## src/rtl/mmio_timer_display_pkg.sv

```systemverilog
// Shared register map, TCON bit positions and hex-to-segment lookup for the
// memory-mapped timer/display peripheral.
package mmio_timer_display_pkg;

   localparam logic [7:0] OFF_TH      = 8'h00;
   localparam logic [7:0] OFF_TL      = 8'h04;
   localparam logic [7:0] OFF_TCON    = 8'h08;
   localparam logic [7:0] OFF_DIGITS  = 8'h10;
   localparam logic [7:0] OFF_SYSTICK = 8'h14;

   localparam int TCON_EN = 0;
   localparam int TCON_IE = 1;
   localparam int TCON_IS = 2;

   // Active-high segments, bit 0 = a ... bit 6 = g.
   function automatic logic [6:0] hex_to_seg(input logic [3:0] nibble);
      logic [6:0] seg;
      case (nibble)
         4'h0: seg = 7'h3F;
         4'h1: seg = 7'h06;
         4'h2: seg = 7'h5B;
         4'h3: seg = 7'h4F;
         4'h4: seg = 7'h66;
         4'h5: seg = 7'h6D;
         4'h6: seg = 7'h7D;
         4'h7: seg = 7'h07;
         4'h8: seg = 7'h7F;
         4'h9: seg = 7'h6F;
         4'hA: seg = 7'h77;
         4'hB: seg = 7'h7C;
         4'hC: seg = 7'h39;
         4'hD: seg = 7'h5E;
         4'hE: seg = 7'h79;
         default: seg = 7'h71;
      endcase
      return seg;
   endfunction

endpackage

```

## src/rtl/mmio_timer_display_seg7_hex_decode.sv

```systemverilog
// Combinational hex nibble to active-high a-g segment converter.
module seg7_hex_decode
   import mmio_timer_display_pkg::*;
(
   input  logic [3:0] nibble,
   output logic [6:0] seg
);

   assign seg = hex_to_seg(nibble);

endmodule

```

## src/rtl/mmio_timer_display.sv

```systemverilog
// MMIO slave: reloadable timer with interrupt, free-running systick and a
// four-digit multiplexed seven-segment scanner.
module mmio_timer_display
   import mmio_timer_display_pkg::*;
#(
   parameter logic [31:0] BASE_ADDR = 32'h4000_0000,
   parameter int          SCAN_DIV  = 40
) (
   input  logic        clk,
   input  logic        reset,
   input  logic [31:0] Address,
   input  logic [31:0] Write_data,
   input  logic        MemRead,
   input  logic        MemWrite,
   output logic        Sel,
   output logic [31:0] Read_data,
   output logic        irq,
   output logic [3:0]  an,
   output logic [7:0]  Cathodes
);

   localparam logic [15:0] SCAN_LAST = 16'(SCAN_DIV - 1);

   logic [31:0] th, tl, systick;
   logic [2:0]  tcon;
   logic [23:0] digits;
   logic [15:0] scan_cnt;
   logic [1:0]  idx;
   logic [7:0]  offset;
   logic [3:0]  nibble, dp, blank;
   logic [6:0]  seg;
   logic        wr_en, wr_th, wr_tl, wr_tcon, wr_digits, tl_max;

   // Bus: a store commits at posedge when Sel && MemWrite; a load is
   // answered combinationally in the same cycle when Sel && MemRead.
   assign Sel       = (Address[31:8] == BASE_ADDR[31:8]);
   assign offset    = Address[7:0] & 8'hFC;
   assign wr_en     = Sel && MemWrite;
   assign wr_th     = wr_en && (offset == OFF_TH);
   assign wr_tl     = wr_en && (offset == OFF_TL);
   assign wr_tcon   = wr_en && (offset == OFF_TCON);
   assign wr_digits = wr_en && (offset == OFF_DIGITS);
   assign tl_max    = (tl == 32'hFFFF_FFFF);
   assign irq       = tcon[TCON_IS];
   assign dp        = digits[19:16];
   assign blank     = digits[23:20];

   always_comb begin
      Read_data = 32'h0;
      if (Sel && MemRead) begin
         case (offset)
            OFF_TH:      Read_data = th;
            OFF_TL:      Read_data = tl;
            OFF_TCON:    Read_data = {29'd0, tcon};
            OFF_DIGITS:  Read_data = {8'd0, digits};
            OFF_SYSTICK: Read_data = systick;
            default:     Read_data = 32'h0;
         endcase
      end
   end

   always_comb begin
      case (idx)
         2'd0:    nibble = digits[3:0];
         2'd1:    nibble = digits[7:4];
         2'd2:    nibble = digits[11:8];
         default: nibble = digits[15:12];
      endcase
   end

   seg7_hex_decode u_dec (
      .nibble (nibble),
      .seg    (seg)
   );

   always_ff @(posedge clk) begin
      if (reset) begin
         th       <= 32'h0;
         tl       <= 32'h0;
         tcon     <= 3'b000;
         digits   <= 24'h0;
         systick  <= 32'h0;
         scan_cnt <= 16'h0;
         idx      <= 2'd0;
         an       <= 4'b1111;
         Cathodes <= 8'hFF;
      end else begin
         systick <= systick + 32'd1;
         if (wr_th)
            th <= Write_data;
         // A CPU write to TL overrides counting; reload always uses the old TH.
         if (wr_tl)
            tl <= Write_data;
         else if (tcon[TCON_EN])
            tl <= tl_max ? th : tl + 32'd1;
         if (wr_tcon)
            tcon[TCON_IE:TCON_EN] <= Write_data[TCON_IE:TCON_EN];
         // Status is write-0-to-clear, and a coinciding overflow wins.
         if (tcon[TCON_EN] && tl_max && tcon[TCON_IE])
            tcon[TCON_IS] <= 1'b1;
         else if (wr_tcon && !Write_data[TCON_IS])
            tcon[TCON_IS] <= 1'b0;
         if (wr_digits)
            digits <= Write_data[23:0];
         if (scan_cnt == SCAN_LAST) begin
            scan_cnt <= 16'h0;
            idx      <= idx + 2'd1;
         end else begin
            scan_cnt <= scan_cnt + 16'd1;
         end
         an       <= blank[idx] ? 4'b1111 : ~(4'b0001 << idx);
         Cathodes <= {~dp[idx], ~seg};
      end
   end

endmodule

```

## config.mk

```make
export PLATFORM = sky130hd
export DESIGN_NAME = mmio_timer_display
export DESIGN_NICKNAME = d
export VERILOG_FILES = /design/src/rtl/mmio_timer_display_pkg.sv /design/src/rtl/mmio_timer_display_seg7_hex_decode.sv /design/src/rtl/mmio_timer_display.sv
export SDC_FILE = /design/constraint.sdc
export NUM_CORES = 1
export LEC_CHECK = 0
export CELL_PAD_IN_SITES_DETAIL_PLACEMENT = 0
export CELL_PAD_IN_SITES_GLOBAL_PLACEMENT = 1
export CORE_MARGIN = 5
export CORE_UTILIZATION = 30
export CTS_CLUSTER_DIAMETER = 60
export DETAILED_ROUTE_END_ITERATION = 16
export GPL_TIMING_DRIVEN = 1
export PLACE_DENSITY = 0.72
export RECOVER_POWER = 100
export SLEW_MARGIN = 20
export SYNTH_ARGS = -nofsm -noshare
export SYNTH_HDL_FRONTEND = slang
export SYNTH_HIERARCHICAL = 1
export SYNTH_SLANG_ARGS = --single-unit
```

## constraint.sdc

```tcl
create_clock -name clk -period 3.1 [get_ports clk]
set_input_delay 0.62 -clock clk [delete_from_list [all_inputs] [get_ports clk]]
set_output_delay 0.62 -clock clk [all_outputs]
set_load 0.005 [all_outputs]
```

Yosys cells after proc, flatten, opt, wreduce, memory -nomap -nowiden
Memories as Yosys holds them, arrays and structs flattened.
Index checks and enable logic that the tools add are counted.
{"block": "word_totals", "regBits": 153, "wordCells": 57, "memories": 1, "in_bits": 68, "output_inout_bits": 46, "mem_bits_ro": 112}
{"block": "classes", "shifts": 1, "bitwise_logic": 3, "order_cmp": 1, "reduce_logical": 16, "n_addsub": 4, "n_eq_ne": 9, "n_mux": 12}
{"name": "(no name shown)", "depth": 16, "word_bits": 7, "read_ports": 1, "rd_clocked_by_memory_dff": 0, "wr": 0, "line_no": "mmio_timer_display_pkg.sv:18", "rtl": "case (nibble)"}
{"operator": "$pmux 32 s5", "count": 1}
{"operator": "$mux 32", "count": 4}
{"operator": "$add 32x1->32 const B", "count": 2}
{"operator": "$eq 32x32->1 const B", "count": 1}
{"operator": "$eq 24x23->1 const B", "count": 1}
{"operator": "$add 16x1->16 const B", "count": 1}
{"operator": "$eq 16x6->1 const B", "count": 1}
{"operator": "$eq 6x3->1 const B", "count": 2}
{"operator": "$pmux 4 s3", "count": 1}
{"operator": "$logic_and 1x1->1", "count": 9}
{"operator": "$logic_not 8->1", "count": 1}
{"operator": "$not 7->7", "count": 1}
{"operator": "$eq 6x1->1 const B", "count": 1}
{"operator": "$eq 6x2->1 const B", "count": 1}
{"operator": "$bmux 1 s2", "count": 2}
{"operator": "$mux 1", "count": 4}
{"operator": "$not 4->4", "count": 1}
{"operator": "$reduce_bool 2->1", "count": 2}
{"operator": "$reduce_or 2->1", "count": 2}
{"operator": "$shl 1x2->4 const A", "count": 1}
{"operator": "$lt 2x3->1 const B", "count": 1}
{"operator": "$add 2x1->2 const B", "count": 1}
{"operator": "$eq 2x1->1 const B", "count": 1}
{"operator": "$eq 2x2->1 const B", "count": 1}
{"operator": "3 further kinds", "count": 3}

Depth between registers and ports, before layout
{"block": "logic_depth", "depth_word": 6, "mapped_depth": 9, "mapped_depth_nobuf": 9}

Hierarchy
Netlist, hierarchy kept.
{"module": "mmio_timer_display", "instances": 1, "cells_each": 981, "area_each_um2": 8027.7, "seq_area_each_um2": 3062.9}
{"module": "seg7_hex_decode", "instances": 1, "cells_each": 33, "area_each_um2": 287.8, "seq_area_each_um2": 0.0}

Least setup slack after synthesis
Ideal clock, no wire load.
{"block": "synth_path", "path_type": "in2out", "from": "input port Address[4]", "to": "output port Read_data[21]", "path_stages": 7, "required_time_ns": 2.480, "arrival_time_ns": 2.098, "n_path_buf": 3, "slack_ns": 0.382, "path_cell_list": "clkbuf_1 -> buf_1 -> buf_2 -> mux2i_1 -> o21ai_0 -> a22oi_1 -> nor2_1"}
{"block": "synth_between", "elab_chain_cells": 3, "elab_cells_between_ends": 7, "classes_between": "eq/ne: 4; mux: 2; reduce/logical: 1"}
{"element": "start: declaration", "line_no": "mmio_timer_display.sv:11", "rtl": "input logic [31:0] Address,"}
{"element": "$eq 6x3->1 (tied with other cells)", "line_no": "mmio_timer_display.sv:51", "rtl": "case (offset)"}
{"element": "$pmux 32 s5 (*)", "line_no": "mmio_timer_display.sv:51"}
{"element": "$mux 32 (*)", "line_no": "mmio_timer_display.sv:50", "rtl": "if (Sel && MemRead) begin"}
{"element": "end: declaration", "line_no": "mmio_timer_display.sv:16", "rtl": "output logic [31:0] Read_data,"}
Every way passes the cells marked *; elsewhere a longest branch is shown, timed or not.

Final worst setup path
{"block": "layout_path", "from": "input port Address[5]", "to": "output port Read_data[12]"}
Same word-level chain as after synthesis.

==> flow_summary.json <==
{
  "status": "finished, final reports clean",
  "r2r-end": "tl[3]",
  "num_vias": 7890,
  "cp.arrival_ps": 2430,
  "holdPathEnd": "scan_cnt[0]",
  "period_share_pct": 98.5,
  "power_density_mw_per_mm2": 404,
  "synth_edf_count": 0,
  "cp_slowest_cell": "clkdlybuf4s50_1",
  "startpoint_type": "primary input",
  "yosysWarnings": 6,
  "netlist_top_cells_area": "dfxtp_1 37%, mux2i_1 7.0%, nor2_1 6.7%",
  "end_kind": "output pin",
  "setup_viol": 0,
  "maxSlewHeadroom_pct": 5.07,
  "path_clk_slew_ps": 60,
  "ys_ff_latch": 153,
  "rr_worst_depth": 6,
  "grt_antenna_before_repair": 0,
  "final_area_mm2": 0.0108,
  "rows": 61,
  "fin_nets": 1232,
  "syn_inst": 1014,
  "clk_latency_ps": 430,
  "clock-skew-final_ps": 14.2,
  "start_util_pct": 30.2,
  "cp_top_family": "buffers and inverters",
  "netlist_area_mm2": 0.00832,
  "synth_top_area_share_pct": 36.8,
  "path_max_fanout": 7,
  "setup_slack_ps": 47.7,
  "synthToLayoutAreaGrowth_pct": 29.3,
  "grt_start_max_net_pins": 41,
  "drt_iter0_markers": 593,
  "cpPeakStageDelay_ps": 490,
  "die_h_um": 176,
  "drtPass1Iterations": 7,
  "routed_wl_um": 27800,
  "cts_tree": "done",
  "r2r_setup_slack_ps": 220,
  "synthTopCellsByCount": "153 x dfxtp_1, 149 x nor2_1, 134 x nand2_1",
  "path_common_cell": "buf_4",
  "min_path_type": "reg -> reg",
  "num_antenna_cells": 0,
  "syn_nets": 1097,
  "yosysUniqueCellTypes": 63,
  "yosysTopAreaCell": "dfxtp_1",
  "cts_max_path_buffers": 2,
  "cts-root-buf": "clkbuf_16",
  "crit_path_cell_trace": "clkdlybuf4s50_1 > nor4_4 > buf_4 > o211ai_1 > buf_4 > buf_8 > buf_4 > nor2_2 > buf_2",
  "critPathRequiredTime_ps": 2480,
  "htreeDepth": 4,
  "cts_made_buffers": 17,
  "drc": 0,
  "rr_startpoint": "tl[0]",
  "critical_path.startpoint": "Address[5]",
  "syn_area_per_cell_um2": 8.20,
  "io_buffers": 111,
  "drive_gt1_share_pct": 14.4,
  "path_class": "in -> out",
  "place_area_mm2": 0.0101,
  "gp_congestion": 0.841,
  "worst_pin_slew_ps": 1420,
  "hpwl_um": 20500,
  "maxSlewViolCount": 0,
  "grt_first_pass_wirelength_um": 43500,
  "yosysMostFrequentCell": "dfxtp_1",
  "grt_pass1_vias": 7516,
  "p_leak_nw": 3.84,
  "dp_slack_ps": -528,
  "postRouteAntennaNets": 0,
  "hold_buffers": 0,
  "wl_per_cell_um": 18.0,
  "gr-total-overflow": 0,
  "clock-sinks": 153,
  "max_clock_freq_ghz": 0.328,
  "maxCapViolations": 0,
  "core_mm2": 0.0276,
  "synthFlopType": "dfxtp_1",
  "ys_seq_area_share_pct": 36.8,
  "gr-usage-all-layers_pct": 17.6,
  "dieArea_mm2": 0.0311,
  "hold_viol_final": 0,
  "hp-start": "scan_cnt[0]",
  "top_level_ports": 114,
  "cp_num_buf_inv": 6,
  "vias_per_cell": 5.12,
  "holdPathStages": 1,
  "peakVddDrop_mv": 0.273,
  "async_reset_ff_share_pct": 0,
  "period_needed_ps": 3050,
  "dieWidth_um": 176
}
[sequential cells by signal (all words and copies together), names as in the netlist]
name,count
Cathodes,8
an,4
digits,24
idx,2
scan_cnt,16
systick,32
tcon,3
th,32
tl,32
[cells by family (layout without fill, tap and decap cells)]
logic type               count (synthesis)  in the layout  share of synthesized area [%]
XOR/XNOR                                54             54                           5.69
multiplexers                            85             85                           11.5
flip-flops                             153            153                           36.8
buffers and inverters                   83            231                           4.18
AND/OR/NAND/NOR                        439            439                           24.8
adder cells (fa/ha/maj)                 15             15                           2.26
AO/OA/AOI/OAI                          185            185                           14.7
[how the worst max path moves through the flow]
stage | slack (ps) | cells past startpoint | endpoint
floorplan | 380 | 7 | Read_data[21]
global placement | -480 | 10 | Read_data[5]
detailed placement | -530 | 10 | Read_data[11]
CTS | -10 | 10 | Read_data[25]
global route | -7 | 10 | Read_data[10]
finish | 50 | 9 | Read_data[12]
[area by class of cell]
type	instances	area (µm²)
Sequential cell	153	3060
Multi-Input combinational cell	778	4980
Clock inverter	14	156
Inverter	18	67.6
Tap cell	378	473
Timing Repair Buffer	181	1570
Clock buffer	18	439
Fill cell	2837	16800
[cell usage in the layout (no fill, tap or decap), types with 21 or more instances in the layout]
cell type and n:
xnor2_1 27, mux2i_1 57, dfxtp_1 153, nand3_1 43, clkdlybuf4s50_1 43, buf_4 49
a22oi_1 32, a21oi_1 57, nor2_1 139, mux2_2 21, nand2_1 134, xor2_1 27
and3_1 23, o21ai_0 30
[routing by layer]
| metal | GRT usage (%) | wire length, µm | part of all wire (%) |
|---|---|---|---|
| met1 | 25.8 | 13400 | 48 |
| met2 | 27.5 | 12500 | 45 |
| met3 | 3.28 | 1590 | 5.7 |
| met4 | 3.16 | 278 | 1.0 |
| met5 | 0 | 0 | 0 |
[power by group]
part | leakage (nW) | switching (mW) | internal [mW]
registers | 1.24 | 0.00888 | 1.98
clock network | 0.292 | 0.960 | 1.17
logic | 2.31 | 0.123 | 0.109
[timing repair]
action                                  in CTS  in global routing
buffers inserted                            12                  0
endpoints found under the setup margin      33                 29
pin swaps                                    7                 11
resized for setup                          105                 37
gates cloned                                 1                  0
[per-stage QoR]
stage / hold slack, ps / util (%) / instances / power [mW] / TNS [ps]
4_1_cts: 460 / 39.3 / 1540 / 4.39 / -12.2
6_report: 454 / 39.0 / 1540 / 4.34 / 0
2_1_floorplan: 418 / - / 1014 / 2.10 / 0
3_3_place_gp: 434 / 36.8 / 1496 / 2.26 / -12150
5_1_grt: 502 / 39.0 / 1540 / 4.49 / -34.5
3_5_place_dp: 449 / 36.8 / 1496 / 2.26 / -13210
No activity file was read; power rests on OpenSTA's default activity.
